--- config.mk ---
export PLATFORM = sky130hd
export DESIGN_NAME = time_set_ctrl_flat
export DESIGN_NICKNAME = d
export VERILOG_FILES = /design/src/rtl/clock_pkg.sv /design/src/rtl/time_set_ctrl_if.sv /design/src/rtl/btn_debounce.sv /design/src/rtl/time_set_ctrl.sv /design/src/flat_wrapper.sv
export SDC_FILE = /design/constraint.sdc
export NUM_CORES = 1
export LEC_CHECK = 0
export BUFFER_PORTS_ARGS = -buffer_cell sky130_fd_sc_hd__buf_4
export CAP_MARGIN = 20
export CELL_PAD_IN_SITES_DETAIL_PLACEMENT = 1
export CELL_PAD_IN_SITES_GLOBAL_PLACEMENT = 2
export CORE_MARGIN = 8
export CORE_UTILIZATION = 35
export CTS_CLUSTER_DIAMETER = 100
export CTS_CLUSTER_SIZE = 30
export DETAILED_ROUTE_END_ITERATION = 10
export HOLD_SLACK_MARGIN = 0.15
export PLACE_DENSITY_LB_ADDON = 0.2
export SETUP_SLACK_MARGIN = 0.05
export SLEW_MARGIN = 5
export SYNTH_ARGS = -nofsm -noshare
export SYNTH_HDL_FRONTEND = slang
export SYNTH_SLANG_ARGS = --single-unit
--- constraint.sdc ---
create_clock -name i_clk -period 3.2 [get_ports i_clk]
set_clock_uncertainty 0.1 [all_clocks]
set_input_delay 0.16 -clock i_clk [delete_from_list [all_inputs] [get_ports i_clk]]
set_output_delay 0.16 -clock i_clk [all_outputs]
set_load 0.03 [all_outputs]
--- src/rtl/clock_pkg.sv ---
// rtl/clock_pkg.sv - shared states, field limits and blank masks for the time-set path
package clock_pkg;

    typedef enum logic [1:0] {
        RUN        = 2'b00,
        SET_HOUR   = 2'b01,
        SET_MIN    = 2'b10,
        ST_ILLEGAL = 2'b11
    } state_t;

    localparam logic [5:0] HOUR_MAX  = 6'd23;
    localparam logic [5:0] MIN_MAX   = 6'd59;
    localparam logic [3:0] MASK_HOUR = 4'b1100;
    localparam logic [3:0] MASK_MIN  = 4'b0011;

    // Values above the limit (e.g. a bad counter snapshot) also wrap to zero.
    function automatic logic [5:0] wrap_inc(input logic [5:0] value, input logic [5:0] max);
        return (value >= max) ? 6'd0 : value + 6'd1;
    endfunction

endpackage

--- src/rtl/time_set_ctrl_if.sv ---
// rtl/time_set_ctrl_if.sv - button, time snapshot and edit/load signals of the time-set stage
interface time_set_ctrl_if;
    logic       i_btn_mode;
    logic       i_btn_sel;
    logic       i_btn_up;
    logic [5:0] i_hour;
    logic [5:0] i_min;
    logic       o_modeSW;
    logic       o_set_en;
    logic       o_load;
    logic [5:0] o_set_hour;
    logic [5:0] o_set_min;
    logic [3:0] o_blank_mask;

    modport master (
        output i_btn_mode, i_btn_sel, i_btn_up, i_hour, i_min,
        input  o_modeSW, o_set_en, o_load, o_set_hour, o_set_min, o_blank_mask
    );

    modport slave (
        input  i_btn_mode, i_btn_sel, i_btn_up, i_hour, i_min,
        output o_modeSW, o_set_en, o_load, o_set_hour, o_set_min, o_blank_mask
    );
endinterface

--- src/rtl/btn_debounce.sv ---
// rtl/btn_debounce.sv - synchronise a raw button and emit one pulse per accepted press
module btn_debounce #(
    parameter int DEBOUNCE_CNT = 100_000
) (
    input  logic i_clk,
    input  logic i_reset,
    input  logic i_btn,
    output logic o_pulse
);
    localparam int CW = $clog2(DEBOUNCE_CNT) + 1;
    localparam logic [CW-1:0] CNT_LAST = CW'(DEBOUNCE_CNT - 1);

    logic          sync1, sync2, sync_d, level;
    logic [CW-1:0] cnt;

    always_ff @(posedge i_clk or posedge i_reset) begin
        if (i_reset) begin
            sync1   <= 1'b0;
            sync2   <= 1'b0;
            sync_d  <= 1'b0;
            level   <= 1'b0;
            cnt     <= '0;
            o_pulse <= 1'b0;
        end else begin
            sync1   <= i_btn;
            sync2   <= sync1;
            sync_d  <= sync2;
            o_pulse <= 1'b0;
            // Count only while the synced level differs from the accepted one and holds still.
            if (sync2 != sync_d || sync2 == level) begin
                cnt <= '0;
            end else if (cnt == CNT_LAST) begin
                cnt     <= '0;
                level   <= sync2;
                o_pulse <= sync2;
            end else begin
                cnt <= cnt + 1'b1;
            end
        end
    end
endmodule

--- src/rtl/time_set_ctrl.sv ---
// rtl/time_set_ctrl.sv - button-driven set-time FSM with edit registers, load pulse and blink mask
module time_set_ctrl
    import clock_pkg::*;
#(
    parameter int DEBOUNCE_CNT = 100_000,
    parameter int BLINK_CNT    = 25_000_000
) (
    input  logic           i_clk,
    input  logic           i_reset,
    time_set_ctrl_if.slave bus
);
    localparam int BW = $clog2(BLINK_CNT) + 1;
    localparam logic [BW-1:0] BLINK_LAST = BW'(BLINK_CNT - 1);

    logic          pulse_mode, pulse_sel, pulse_up;
    state_t        state_q, state_n;
    logic          mode_sw_q, mode_sw_n, set_en_q, set_en_n, load_q, load_n;
    logic [5:0]    hour_q, hour_n, min_q, min_n;
    logic [BW-1:0] blink_q, blink_n;
    logic          phase_q, phase_n;

    btn_debounce #(.DEBOUNCE_CNT(DEBOUNCE_CNT)) u_db_mode (
        .i_clk(i_clk), .i_reset(i_reset), .i_btn(bus.i_btn_mode), .o_pulse(pulse_mode));
    btn_debounce #(.DEBOUNCE_CNT(DEBOUNCE_CNT)) u_db_sel (
        .i_clk(i_clk), .i_reset(i_reset), .i_btn(bus.i_btn_sel), .o_pulse(pulse_sel));
    btn_debounce #(.DEBOUNCE_CNT(DEBOUNCE_CNT)) u_db_up (
        .i_clk(i_clk), .i_reset(i_reset), .i_btn(bus.i_btn_up), .o_pulse(pulse_up));

    always_ff @(posedge i_clk or posedge i_reset) begin
        if (i_reset) begin
            state_q   <= RUN;
            mode_sw_q <= 1'b1;
            set_en_q  <= 1'b0;
            load_q    <= 1'b0;
            hour_q    <= '0;
            min_q     <= '0;
            blink_q   <= '0;
            phase_q   <= 1'b0;
        end else begin
            state_q   <= state_n;
            mode_sw_q <= mode_sw_n;
            set_en_q  <= set_en_n;
            load_q    <= load_n;
            hour_q    <= hour_n;
            min_q     <= min_n;
            blink_q   <= blink_n;
            phase_q   <= phase_n;
        end
    end

    // Priority mode > sel > up: the if/else chains drop lower pulses in the same cycle.
    always_comb begin
        state_n   = state_q;
        mode_sw_n = mode_sw_q;
        load_n    = 1'b0;
        hour_n    = hour_q;
        min_n     = min_q;
        case (state_q)
            RUN: begin
                if (pulse_mode) begin
                    mode_sw_n = ~mode_sw_q;
                end else if (pulse_sel) begin
                    hour_n    = bus.i_hour;
                    min_n     = bus.i_min;
                    mode_sw_n = 1'b1;
                    state_n   = SET_HOUR;
                end
            end
            SET_HOUR: begin
                if (pulse_mode)     state_n = RUN;
                else if (pulse_sel) state_n = SET_MIN;
                else if (pulse_up)  hour_n  = wrap_inc(hour_q, HOUR_MAX);
            end
            SET_MIN: begin
                if (pulse_mode) begin
                    state_n = RUN;
                end else if (pulse_sel) begin
                    state_n = RUN;
                    load_n  = 1'b1;
                end else if (pulse_up) begin
                    min_n = wrap_inc(min_q, MIN_MAX);
                end
            end
            default: state_n = RUN;
        endcase
        set_en_n = (state_n == SET_HOUR) || (state_n == SET_MIN);
    end

    // Blink restarts visible on every state entry and only runs while editing.
    always_comb begin
        blink_n = '0;
        phase_n = 1'b0;
        if (state_n == state_q && (state_q == SET_HOUR || state_q == SET_MIN)) begin
            if (blink_q == BLINK_LAST) begin
                phase_n = ~phase_q;
            end else begin
                blink_n = blink_q + 1'b1;
                phase_n = phase_q;
            end
        end
    end

    always_comb begin
        bus.o_blank_mask = 4'b0000;
        if (phase_q && state_q == SET_HOUR) bus.o_blank_mask = MASK_HOUR;
        if (phase_q && state_q == SET_MIN)  bus.o_blank_mask = MASK_MIN;
    end

    assign bus.o_modeSW   = mode_sw_q;
    assign bus.o_set_en   = set_en_q;
    assign bus.o_load     = load_q;
    assign bus.o_set_hour = hour_q;
    assign bus.o_set_min  = min_q;
endmodule

--- src/flat_wrapper.sv ---
// flat-port wrapper written by rule: the top's interface ports become plain ports
module time_set_ctrl_flat import clock_pkg::*;
#(
    parameter int DEBOUNCE_CNT = 100_000,
    parameter int BLINK_CNT    = 25_000_000
)
  (i_clk, i_reset, bus_i_btn_mode, bus_i_btn_sel, bus_i_btn_up, bus_i_hour, bus_i_min, bus_o_modeSW, bus_o_set_en, bus_o_load, bus_o_set_hour, bus_o_set_min, bus_o_blank_mask);
  time_set_ctrl_if bus_i ();
  input  logic i_clk;
  input  logic i_reset;
  input wire logic [$bits(bus_i.i_btn_mode)-1:0] bus_i_btn_mode;
  input wire logic [$bits(bus_i.i_btn_sel)-1:0] bus_i_btn_sel;
  input wire logic [$bits(bus_i.i_btn_up)-1:0] bus_i_btn_up;
  input wire logic [$bits(bus_i.i_hour)-1:0] bus_i_hour;
  input wire logic [$bits(bus_i.i_min)-1:0] bus_i_min;
  output wire logic [$bits(bus_i.o_modeSW)-1:0] bus_o_modeSW;
  output wire logic [$bits(bus_i.o_set_en)-1:0] bus_o_set_en;
  output wire logic [$bits(bus_i.o_load)-1:0] bus_o_load;
  output wire logic [$bits(bus_i.o_set_hour)-1:0] bus_o_set_hour;
  output wire logic [$bits(bus_i.o_set_min)-1:0] bus_o_set_min;
  output wire logic [$bits(bus_i.o_blank_mask)-1:0] bus_o_blank_mask;
  assign bus_i.i_btn_mode = bus_i_btn_mode;
  assign bus_i.i_btn_sel = bus_i_btn_sel;
  assign bus_i.i_btn_up = bus_i_btn_up;
  assign bus_i.i_hour = bus_i_hour;
  assign bus_i.i_min = bus_i_min;
  assign bus_o_modeSW = bus_i.o_modeSW;
  assign bus_o_set_en = bus_i.o_set_en;
  assign bus_o_load = bus_i.o_load;
  assign bus_o_set_hour = bus_i.o_set_hour;
  assign bus_o_set_min = bus_i.o_set_min;
  assign bus_o_blank_mask = bus_i.o_blank_mask;
  time_set_ctrl #(.DEBOUNCE_CNT(DEBOUNCE_CNT), .BLINK_CNT(BLINK_CNT)) u_core (.i_clk(i_clk), .i_reset(i_reset), .bus(bus_i));
endmodule
# ---- Word level (Yosys, flattened, before mapping)
# Cells that the tools add are included.
# W data, S select, Z words.
dict set report word_totals {
  elab_cells 125
  out_inout_bits 19
  inputBits 17
  reg_bits 113
}
dict set report classes {
  add_sub_neg 6
  n_eq_ne 24
  bitwise_logic 5
  mux 44
  magnitude_cmp 2
  n_reduce_logical 18
}
# operator count
set op_table {}
lappend op_table {{$mux W18} 6}
lappend op_table {{$mux W6} 12}
lappend op_table {{$add A18 B1 Y18 const B} 3}
lappend op_table {{$eq A18 B17 Y1 const B} 3}
lappend op_table {{$mux W26} 2}
lappend op_table {{$add A26 B1 Y26 const B} 1}
lappend op_table {{$eq A26 B25 Y1 const B} 1}
lappend op_table {{$pmux W6 S2} 2}
lappend op_table {{$ne A2 B2 Y1 const B} 9}
lappend op_table {{$mux W1} 13}
lappend op_table {{$add A6 B1 Y6 const B} 2}
lappend op_table {{$mux W2} 6}
lappend op_table {{$reduce_and A6 Y1} 2}
lappend op_table {{$mux W4} 2}
lappend op_table {{$reduce_and A2 Y1} 4}
lappend op_table {{$ge A6 B5 Y1 const B} 1}
lappend op_table {{$ge A6 B6 Y1 const B} 1}
lappend op_table {{$pmux W2 S3} 1}
lappend op_table {{$reduce_bool A2 Y1} 3}
lappend op_table {{$logic_or A1 B1 Y1} 5}
lappend op_table {{$not A1 Y1} 5}
lappend op_table {{$eq A2 B1 Y1 const B} 2}
lappend op_table {{$eq A2 B2 Y1 const B} 2}
lappend op_table {{$eq A1 B1 Y1} 3}
lappend op_table {{other kinds (4)} 8}

# ---- Longest topological paths before layout
# Gate-level depths: netlist (run 1).
dict set report logic_depth {
  depth_word 6
  depth_mapped 10
}

# ---- Hierarchy
# A second synthesis (run 1) with hierarchy kept.
dict set report unflattened {
  cells_unflattened 579
  hier_area_um2 5949.5
}
# module seq_area_each_um2 area_per_inst_um2 n_inst cells_each
set by_module_without_submodules {}
lappend by_module_without_submodules {time_set_ctrl 1102.3 2633.8 1 269}
lappend by_module_without_submodules {{btn_debounce at u_core.u_db_mode ...} 575.6 1106.1 2 102}
lappend by_module_without_submodules {{btn_debounce at u_core.u_db_up} 575.6 1103.6 1 106}

# ---- Least setup slack after synthesis (run 1)
# Ideal clock, no wire load.
dict set report synth_timing {
  path_type {reg2reg}
  from {register u_core.state_q[1]}
  to {register u_core.hour_q[3], in the netlist u_core.bus.o_set_hour[3]}
  n_path_buf 2
  t_arrival_ns 1.814
  setup_slack_ns 1.165
  period_less_slack_ns 2.035
  stages_incl_launch_ff 9
  setup_time_ns 0.121
  cell_sequence {dfrtp_1 -> inv_1 -> ha_1 -> clkbuf_1 -> or2_2 -> a21oi_1 -> buf_2 -> o21ai_0 -> a22o_1}
}
dict set report synth_between {
  elab_chain_cells 3
  word_cells_on_any_way 10
}
# element line_no
set synth_lines {}
lappend synth_lines {{start: declaration} time_set_ctrl.sv:16} ;# state_t state_q, state_n;
lappend synth_lines {{start signal: assignment} time_set_ctrl.sv:40} ;# state_q <= state_n;
lappend synth_lines {{$eq A2 B1 Y1 / $logic_not A2 Y1 (equally long branches)} time_set_ctrl.sv:58} ;# case (state_q)
lappend synth_lines {{$ne A2 B2 Y1 (no source line) / $reduce_bool A2 Y1 (equally long branches)} n/a}
lappend synth_lines {{$reduce_and A6 Y1 (no source line)} n/a}
lappend synth_lines {{end signal: assignment} time_set_ctrl.sv:44} ;# hour_q <= hour_n;
lappend synth_lines {{end: declaration} time_set_ctrl.sv:18} ;# logic [5:0] hour_q, hour_n, min_q, min_n;
# Parallel ways exist; a longest one is shown, timed or not.
# A chain may end at the register's enable or synchronous reset.

# ---- Worst setup path after layout (run 1)
dict set report layout_timing {
  from {register u_core.state_q[0]}
  to {register u_core.blink_q[22]}
}
dict set report layout_between {
  elab_chain_cells 6
  word_cells_on_any_way 14
}
# element line_no
set layout_lines {}
lappend layout_lines {{$mux W2 (on tied branches)} {time_set_ctrl.sv:77, time_set_ctrl.sv:62, time_set_ctrl.sv:71}}
lappend layout_lines {{$mux W2 (on tied branches)} {time_set_ctrl.sv:75, time_set_ctrl.sv:60, time_set_ctrl.sv:70}}
lappend layout_lines {{$pmux W2 S3} time_set_ctrl.sv:58}
lappend layout_lines {{$eq A2 B2 Y1} time_set_ctrl.sv:93} ;# if (state_n == state_q && (state_q == SET_HOUR || state_q == SET_MIN)) begin
lappend layout_lines {{$logic_and A1 B1 Y1 (*)} time_set_ctrl.sv:93}
lappend layout_lines {{$mux W26 (*)} time_set_ctrl.sv:93}
lappend layout_lines {{net u_core.blink_n[22]} time_set_ctrl.sv:19} ;# logic [BW-1:0] blink_q, blink_n;
lappend layout_lines {{end signal: assignment} time_set_ctrl.sv:46} ;# blink_q <= blink_n;
lappend layout_lines {{end: declaration} time_set_ctrl.sv:19}
# The timed path passes the listed nets; every way through them passes the cells marked *.

==> results.yml, run 1 <==
outcome:
  status: "complete, no violations"
synthesis:
  synth_edf_count: 0
  synth_compound_area_share_pct: 6.12
  ys_ff_latch: 113
  netlist_area_um2: 5600
  yosysUniqueCellTypes: 53
  yosysWarnings: 0
  synth_top_family_by_area: "simple AND/OR/NAND/NOR gates"
  yosysTopAreaCellShare_pct: 50.1
  syn-mean-instance-area_um2: 9.75
  synth_xor_area_share_pct: 11.4
  synth-async-reset-ratio_pct: 100
  synth_simple_gate_area_share_pct: 24.7
  yosysSeqAreaShare_pct: 50.5
  synth.net_count: 602
  ys.flop_type: "dfrtp_1"
  synth_area_leaders: "dfrtp_1 50%, xor2_1 7.7%, nor2_1 7.4%"
  synthCells: 574
  synth_top_area_cell: "dfrtp_1"
  synthMuxAreaShare_pct: 0.782
  synth_fa_ha_area_share_pct: 2.46
global_routing:
  grt_pass1_wl_um: 22000
  grt_pass1_vias: 4505
  grt_max_degree: 51
  grtUsageTotal_pct: 13.6
  grt-ovfl-total: 0
  antenna_found_initial: 0
min_path:
  min_path_type: "in -> async"
route:
  vias: 4206
  first_pass_iters: 6
  drc: 0
  drt_iter0_drc: 197
  postRouteAntennaNets: 0
  routed_wl_um: 12500
  avgRoutedWirePerCell_um: 14.6
  vias_per_cell: 4.90
sta:
  tns_ns: 0
  finalSetupViolCount: 0
  worstMarginPinSlew_ns: 0.933
  fin_crit_ns: 2.65
  max_slew_margin_pct: 37.8
  final-max-slew-violation-count: 0
  setup_ws_ns: 0.545
  fin_crit_sh_pct: 83.0
  fmax_mhz: 377
  hold_viol: 0
  rsz0062_at_grt: "false"
place:
  port_buffers: 35
  place_worst_setup_slack_ns: 0.564
  dpl.hpwl_um: 8400
  dp.cells: 810
  gp_congestion: 0.721
clocking:
  clock_latency_ns: 0.42
  cts_tree: "built"
  clock-sinks: 113
  root_buffer: "clkbuf_16"
  cts_buffer_depth: 2
  ctsResizeCount: 0
  cts_buffers: 17
  clk_pin_slew_ns: 0.05
  htreeDepth: 4
floorplan:
  io_pins: 36
  die_height_um: 142
  rows: 46
  die_x_um: 142
  coreArea_um2: 15800
  dieArea_um2: 20300
  start_util_pct: 35.5
critical_path:
  critPathBufInv: 1
  critPathTopFamily: "simple AND/OR/NAND/NOR gates"
  cpPeakStageDelay_ns: 0.58
  start_kind: "flop"
  path_cells: "inv_1, ha_1, o21bai_1, a32oi_1, nand4b_1, or2_1, nor2_1"
  crit_type: "reg -> reg"
  crit_required_ns: 3.43
  cp_max_fo: 26
  worstPathArrival_ns: 2.89
  endpoint_kind: "flop"
  crit_slowest_cell: "or2_1"
power:
  seqPwrFrac_pct: 42.0
  p_comb_share_pct: 2.7
  worst_ir_drop_vdd_mv: 0.339
  p_per_area_nw_per_um2: 505
  power_leakage_nw: 2.87
  p_sw_share_pct: 21.2
  p_int_w: 0.00271
  pwr-share-clk_pct: 55.2
  switchingPower_w: 0.000729
finish:
  final_common_cell: "dfrtp_1"
  stdcell_count: 859
  area_growth_pct: 21.7
  drive_above_1_share_pct: 13.1
  diodes: 0
  final_cell_mix: "112 x dfrtp_1, 110 x nor2_1, 49 x xor2_1"
  layout.nets: 658
flow_run:
  maxCapViolations: 0
cell type report:
type                       instances  area (um^2)
multi-input combinational        417         2550
sequential                       113         2830
clock inverter                    11          138
clock buffer                      21          450
timing repair buffer              55          478
fill                            1810         8950
inverter                          26          101
tap                              216          270
power by group through the flow:
stage	clock [W]	combinational, W	sequential (W)
after floorplan	0	0.0000488	0.00147
after global placement	0	0.0000771	0.00147
after detailed placement	0	0.0000792	0.00147
after CTS	0.00196	0.0000950	0.00145
after global routing	0.00202	0.000108	0.00145
final	0.00190	0.0000939	0.00145
stage by stage:
step / total power (W) / cell area [um^2] / hold WS, ns / utilization [%]
after global placement: 0.00155 / 6050 / 0.171 / 38.3
after CTS: 0.00350 / 6800 / 0.254 / 43.1
final: 0.00344 / 6820 / 0.217 / 43.2
after detailed placement: 0.00155 / 6050 / 0.170 / 38.3
after global routing: 0.00357 / 6820 / 0.236 / 43.2
after floorplan: 0.00152 / 5600 / 0.0914 / -
cells in the mapped netlist, types with 4 or more instances:
cell	instances
clkbuf_1	4
xnor2_1	24
dfrtp_1	112
a22o_1	6
nor2_1	110
nor4_1	8
o32ai_1	4
nor3_1	11
buf_6	5
nand4_1	20
or2_2	4
buf_2	4
nand2b_1	6
ha_1	11
nand2_1	40
and2_1	5
and4_1	6
o21ai_0	13
xor2_1	49
and3_1	7
a21oi_1	7
inv_1	26
nand3_1	44
sequential cells by signal, summed over array words and instances, names as in the netlist, 2 cells and up:
signal,cells
u_core.blink_q,26
u_core.bus.o_set_hour,6
u_core.bus.o_set_min,6
u_core.state_q,2
u_core.u_db_mode.cnt,18
u_core.u_db_sel.cnt,18
u_core.u_db_up.cnt,18
kinds of logic after synthesis:
kind of cell	after synthesis
adder cells (fa/ha/maj)	11
XOR/XNOR	73
multiplexers	4
AO/OA/AOI/OAI	49
AND/OR/NAND/NOR	280
buffers and inverters	44
flip-flops	113
what timing repair did:
item                                   in CTS  in global routing
setup buffers                               0                  0
setup endpoints to repair                   0                  0
endpoints found under the hold margin      61                  0
hold buffers                               16                  0
path summary, 6_finish.rpt:
| check | startpoint | slack [ns] | end | depth (start not counted) |
|---|---|---|---|---|
| max | u_core.state_q[0]$_DFF_PP0_ | 0.55 | u_core.blink_q[22]$_DFF_PP0_ | 7 |
| min | i_reset | 0.22 | u_core.u_db_mode.sync1$_DFF_PP0_ | 3 |
| max reg2reg | u_core.state_q[0]$_DFF_PP0_ | 0.55 | u_core.blink_q[22]$_DFF_PP0_ | 7 |
| min reg2reg | u_core.u_db_mode.sync1$_DFF_PP0_ | 0.25 | u_core.u_db_mode.sync2$_DFF_PP0_ | 0 |
| max in group asynchronous | i_reset | 1.99 | u_core.u_db_up.cnt[3]$_DFF_PP0_ | 5 |
| min in group i_clk | u_core.u_db_mode.sync1$_DFF_PP0_ | 0.25 | u_core.u_db_mode.sync2$_DFF_PP0_ | 0 |
tightest hold or removal path: stages:
cell           delay, ns
dlygate4sd3_1       0.53
buf_4               0.14
clkinvlp_4          0.31
per-layer routing:
| metal | vias to the layer above | wire length, um | global-route usage (%) | part of all wire, % |
|---|---|---|---|---|
| li1 | 2060 | - | - | - |
| met1 | 2065 | 5880 | 16.8 | 47 |
| met2 | 64 | 5890 | 21.5 | 47 |
| met3 | 17 | 533 | 4.03 | 4.2 |
| met4 | 0 | 237 | 5.98 | 1.9 |
| met5 | - | 0 | 0 | 0 |
Note: power is estimated with default switching activity, not from simulation.
==> inputs of run 2 (changes only) <==
Clock period 3.2 ns to 2.4 ns, I/O delays scaled along.
==> run 2 against run 1 <==
Compared with the run above:
- clock power is 23% higher
- highest routed layer unchanged
- die area stayed put
- cell area rose by 0.72%
- global-route usage increased by 0.095 points
- critical path type unchanged
==> results.yml, run 2 (synthesized netlist as in run 1, its figures left out) <==
outcome:
  status: "complete, no violations"
critical_path:
  crit_type: "reg -> reg"
  worstSetupEndpoint: "u_core.blink_q[19]$_DFF_PP0_"
  start_kind: "flop"
  crit_path_start: "u_core.state_q[0]$_DFF_PP0_"
  path_cells: "inv_1, ha_1, and3b_1, a32oi_1, nand4b_1, or2_1, buf_12, nor2_1"
  critPathTopFamily: "simple AND/OR/NAND/NOR gates"
  worstReg2RegEnd: "u_core.blink_q[19]$_DFF_PP0_"
  worstPathArrival_ns: 2.44
  crit_cells: 8
  cpPeakStageDelay_ns: 0.47
  crit_slowest_cell: "dfrtp_1"
  r2r_setup_slack_ns: 0.21
  timing.rr.start: "u_core.state_q[0]$_DFF_PP0_"
  cp_max_fo: 26
  r2r_cells: 8
  endpoint_kind: "flop"
  critPathBufInv: 2
  crit_required_ns: 2.65
power:
  finalPower_w: 0.00440
  p_per_area_nw_per_um2: 641
  power_leakage_nw: 2.92
  worst_ir_drop_vdd_mv: 0.491
global_routing:
  grt-ovfl-total: 0
  grt_pass1_vias: 4670
  grtUsageTotal_pct: 13.7
  grt_pass1_wl_um: 22200
  grt_max_degree: 50
  antenna_found_initial: 0
route:
  routed_wl_um: 12500
  drc: 0
  drt_iter0_drc: 164
  avgRoutedWirePerCell_um: 14.5
  first_pass_iters: 4
  vias_per_cell: 4.87
  postRouteAntennaNets: 0
  vias: 4219
place:
  place_worst_setup_slack_ns: 0.185
  dpl.hpwl_um: 8670
  port_buffers: 35
  dp.cells: 820
  gp_congestion: 0.753
finish:
  layout.nets: 667
  area_growth_pct: 22.6
  largest_reg_flops: 26
  drive_above_1_share_pct: 14.3
  final_common_cell: "dfrtp_1"
  stdcell_count: 867
  regMostFlops: "u_core.blink_q"
  final_cell_mix: "111 x dfrtp_1, 110 x nor2_1, 49 x xor2_1"
  diodes: 0
sta:
  rsz0062_at_grt: "false"
  fin_crit_ns: 2.19
  tns_ns: 0
  finalSetupViolCount: 0
  fin_crit_sh_pct: 91.4
  worstMarginPinSlew_ns: 0.598
  fmax_mhz: 456
  final-max-slew-violation-count: 0
  max_slew_margin_pct: 60.0
  hold_viol: 0
  setup_ws_ns: 0.206
floorplan:
  start_util_pct: 35.5
  coreArea_um2: 15800
  io_pins: 36
  die_height_um: 142
  dieArea_um2: 20300
  die_x_um: 142
  rows: 46
clocking:
  htreeDepth: 4
  clock_latency_ns: 0.42
  cts_tree: "built"
  cts_buffers: 17
  clock-sinks: 113
  post_cts_buffers: 0
  cts_buffer_depth: 2
  clk_pin_slew_ns: 0.05
  root_buffer: "clkbuf_16"
min_path:
  min_path_type: "in -> async"
flow_run:
  maxCapViolations: 0
==> run 2: cell types whose count changed in the layout (fill, tap and decap cells not counted), sizes merged <==
cell | previous run | this run
buf | 39 | 48
clkbuf | 21 | 27
bufinv | 3 | 0
clkinv | 5 | 3
clkinvlp | 4 | 2
==> run 2: metal layers <==
layer  up-vias  global-route usage, %  wire length [um]
li1       2076                      -                 -
met1      2082                   16.4              5770
met2        47                   22.3              6110
met3        14                   4.23               470
met4         0                   5.59               189
met5         -                      0                 0
==> run 2: tightest hold or removal path, stage by stage <==
cell           delay [ns]
dlygate4sd3_1        0.53
buf_4                0.14
clkinvlp_4           0.40
==> run 2: worst min path at each step <==
stage | start | endpoint | slack (ns)
finish | i_reset | u_core.u_db_mode.cnt[6]$_DFF_PP0_ | 0.23
global route | bus_i_btn_mode | u_core.u_db_mode.sync1$_DFF_PP0_ | 0.24
CTS | bus_i_btn_up | u_core.u_db_up.sync1$_DFF_PP0_ | 0.23
detailed placement | i_reset | u_core.u_db_mode.cnt[1]$_DFF_PP0_ | 0.13
global placement | i_reset | u_core.u_db_mode.cnt[5]$_DFF_PP0_ | 0.13
floorplan | bus_i_btn_mode | u_core.u_db_mode.sync1$_DFF_PP0_ | 0.05
==> run 2: what timing repair did <==
action,4_1_cts,5_1_grt
endpoints found under the hold margin,127,0
setup endpoints to repair,0,2
hold buffers,16,0
gates resized for setup,0,1
==> run 2: layout make-up <==
| class | instances | area (um^2) |
|---|---|---|
| multi-input cells | 417 | 2550 |
| repair buffers | 64 | 558 |
| well taps | 216 | 270 |
| fillers | 1809 | 8910 |
| clock inverters | 4 | 22.5 |
| clock buffers | 27 | 533 |
| flip-flops and latches | 113 | 2830 |
| inverters | 26 | 101 |
==> run 2: where the power goes <==
part	switching (W)	leakage, nW	internal [W]
registers	0.00000985	1.54	0.00192
logic	0.0000728	1.10	0.0000538
clock network	0.000845	0.275	0.00150
total	0.000927	2.92	0.00347
==> run 2: through the flow <==
| step | hold slack [ns] | cell area (um^2) | utilization (%) |
|---|---|---|---|
| 2_1_floorplan | 0.0514 | 5600 | - |
| 3_3_place_gp | 0.130 | 6150 | 39.0 |
| 3_5_place_dp | 0.131 | 6150 | 39.0 |
| 4_1_cts | 0.230 | 6860 | 43.5 |
| 5_1_grt | 0.241 | 6860 | 43.5 |
| 6_report | 0.232 | 6860 | 43.5 |
==> inputs of run 3 (changes only) <==
Settings changed: PLACE_DENSITY_LB_ADDON 0.2 to 0.1.
==> run 3 against run 2 <==
Compared with the run above:
- critical path depth decreased by 3
- wire length decreased by 0.69%
- count of clock-buffer cells in the layout decreased by 5
- first-iteration DRC count decreased by 9.8%
- via count increased by 0.33%
- clock power increased by 7%
- cell count unchanged
- die area unchanged
- core utilization increased by 0.13 points
- global-route usage decreased by 0.23 points
- non-clock buffer count decreased by 1
- critical endpoint is now bus_o_blank_mask[3]
- largest power group unchanged
==> results.yml, run 3 (synthesized netlist as in run 1, its figures left out) <==
global_routing:
  antenna_found_initial: 0
  grtUsageTotal_pct: 13.4
  grt_pass1_wl_um: 21700
  grt_max_degree: 114
  grt-ovfl-total: 0
  grt_pass1_vias: 4477
place:
  port_buffers: 35
  place_worst_setup_slack_ns: 0.157
  place_area_um2: 6130
  dpl.hpwl_um: 8260
  gp_congestion: 0.736
sta:
  tns_ns: 0
  rsz0062_at_grt: "false"
  worstMarginPinSlew_ns: 0.672
  setup_ws_ns: 0.311
  fin_crit_sh_pct: 87.1
  fmax_mhz: 479
  hold_viol: 0
  fin_crit_ns: 2.09
  final-max-slew-violation-count: 0
  finalSetupViolCount: 0
  max_slew_margin_pct: 55.2
power:
  p_per_area_nw_per_um2: 663
  p_comb_share_pct: 2.7
  p_int_w: 0.00360
  switchingPower_w: 0.000966
  pwr-share-clk_pct: 55.0
  seqPwrFrac_pct: 42.3
  finalPower_w: 0.00456
  power_leakage_nw: 2.93
  worst_ir_drop_vdd_mv: 0.525
  p_sw_share_pct: 21.2
critical_path:
  crit_slowest_cell: "dfrtp_2"
  worstPathArrival_ns: 1.87
  path_common_cell: "buf_4"
  path_cells: "inv_1, ha_1, buf_4, and3b_1, buf_4"
  cpPeakStageDelay_ns: 0.46
  cp_max_fo: 13
  crit_type: "reg -> out"
  endpoint_kind: "primary output"
  crit_required_ns: 2.18
  start_kind: "flop"
floorplan:
  io_pins: 36
  rows: 46
  die_height_um: 142
  coreArea_um2: 15800
  dieArea_um2: 20300
  start_util_pct: 35.5
  die_x_um: 142
finish:
  diodes: 0
  drive_above_1_share_pct: 14.9
  area_growth_pct: 22.9
  largest_reg_flops: 26
  layout.nets: 666
  final_cell_area_um2: 6880
  regMostFlops: "u_core.blink_q"
  fin_util_pct: 43.7
  final_cell_mix: "110 x nor2_1, 110 x dfrtp_1, 49 x xor2_1"
min_path:
  min_path_type: "reg -> reg"
flow_run:
  maxCapViolations: 0
clocking:
  clock_latency_ns: 0.42
  root_buffer: "clkbuf_16"
  clock-sinks: 113
  cts_buffers: 17
  cts_tree: "built"
  htreeDepth: 4
  clk_pin_slew_ns: 0.05
  cts_buffer_depth: 2
route:
  drt_iter0_drc: 148
  routed_wl_um: 12500
  postRouteAntennaNets: 0
  vias_per_cell: 4.88
  first_pass_iters: 4
  avgRoutedWirePerCell_um: 14.4
  drc: 0
  vias: 4233
outcome:
  status: "complete, no violations"
run 3: routing by layer:
metal	global-route usage (%)	vias to the layer above	part of all wire, %
met5	0	-	0
met4	5.09	0	1.7
met3	4.33	16	4.1
met2	22.0	53	49
met1	16.1	2088	45
li1	-	2076	-
run 3: repair_timing:
action                     CTS  global route
buffers inserted             0             0
setup endpoints to repair    0            29
gates resized for setup      0             3
hold endpoints to repair   127             0
hold buffers                16             0
run 3: layout make-up:
| cell class | count | area (um^2) |
|---|---|---|
| timing repair buffer | 63 | 538 |
| tap | 216 | 270 |
| inverter | 26 | 101 |
| clock inverter | 10 | 108 |
| fill | 1791 | 8890 |
| sequential | 113 | 2830 |
| clock buffer | 22 | 484 |
| multi-input combinational | 417 | 2550 |
run 3: final timing paths:
kind / endpoint / slack (ns) / from / cells after the start
worst max-delay path: bus_o_blank_mask[3] / 0.31 / u_core.state_q[0]$_DFF_PP0_ / 5
worst min-delay path: u_core.u_db_mode.sync2$_DFF_PP0_ / 0.25 / u_core.u_db_mode.sync1$_DFF_PP0_ / 0
worst max register to register: u_core.u_db_up.cnt[9]$_DFF_PP0_ / 0.32 / u_core.u_db_up.cnt[0]$_DFF_PP0_ / 7
worst min register to register: u_core.u_db_mode.sync2$_DFF_PP0_ / 0.25 / u_core.u_db_mode.sync1$_DFF_PP0_ / 0
max in group asynchronous: u_core.bus.o_set_hour[4]$_DFFE_PP0P_ / 1.36 / i_reset / 4
min in group asynchronous: u_core.blink_q[10]$_DFF_PP0_ / 0.27 / i_reset / 4
run 3: worst max-delay path: cells and delay by family, from the launching register on:
kind / cells / cell delay [ns]
adders and majority gates: 1 / 0.26
buffers and inverters: 3 / 0.51
DFF: 1 / 0.46
and+or+nand+nor: 1 / 0.22
run 3: power groups by stage:
stage                     Sequential (W)  Clock [W]  Combinational (W)
after detailed placement         0.00196          0           0.000107
after floorplan                  0.00196          0          0.0000650
final                            0.00193    0.00251           0.000123
after global routing             0.00193    0.00266           0.000142
after global placement           0.00196          0           0.000105
after CTS                        0.00193    0.00258           0.000129
run 3: metrics by stage:
stage / hold slack [ns] / cells
after detailed placement: 0.131 / 819
after CTS: 0.225 / 867
after global placement: 0.129 / 819
after floorplan: 0.0514 / 574
after global routing: 0.235 / 867
final: 0.247 / 867
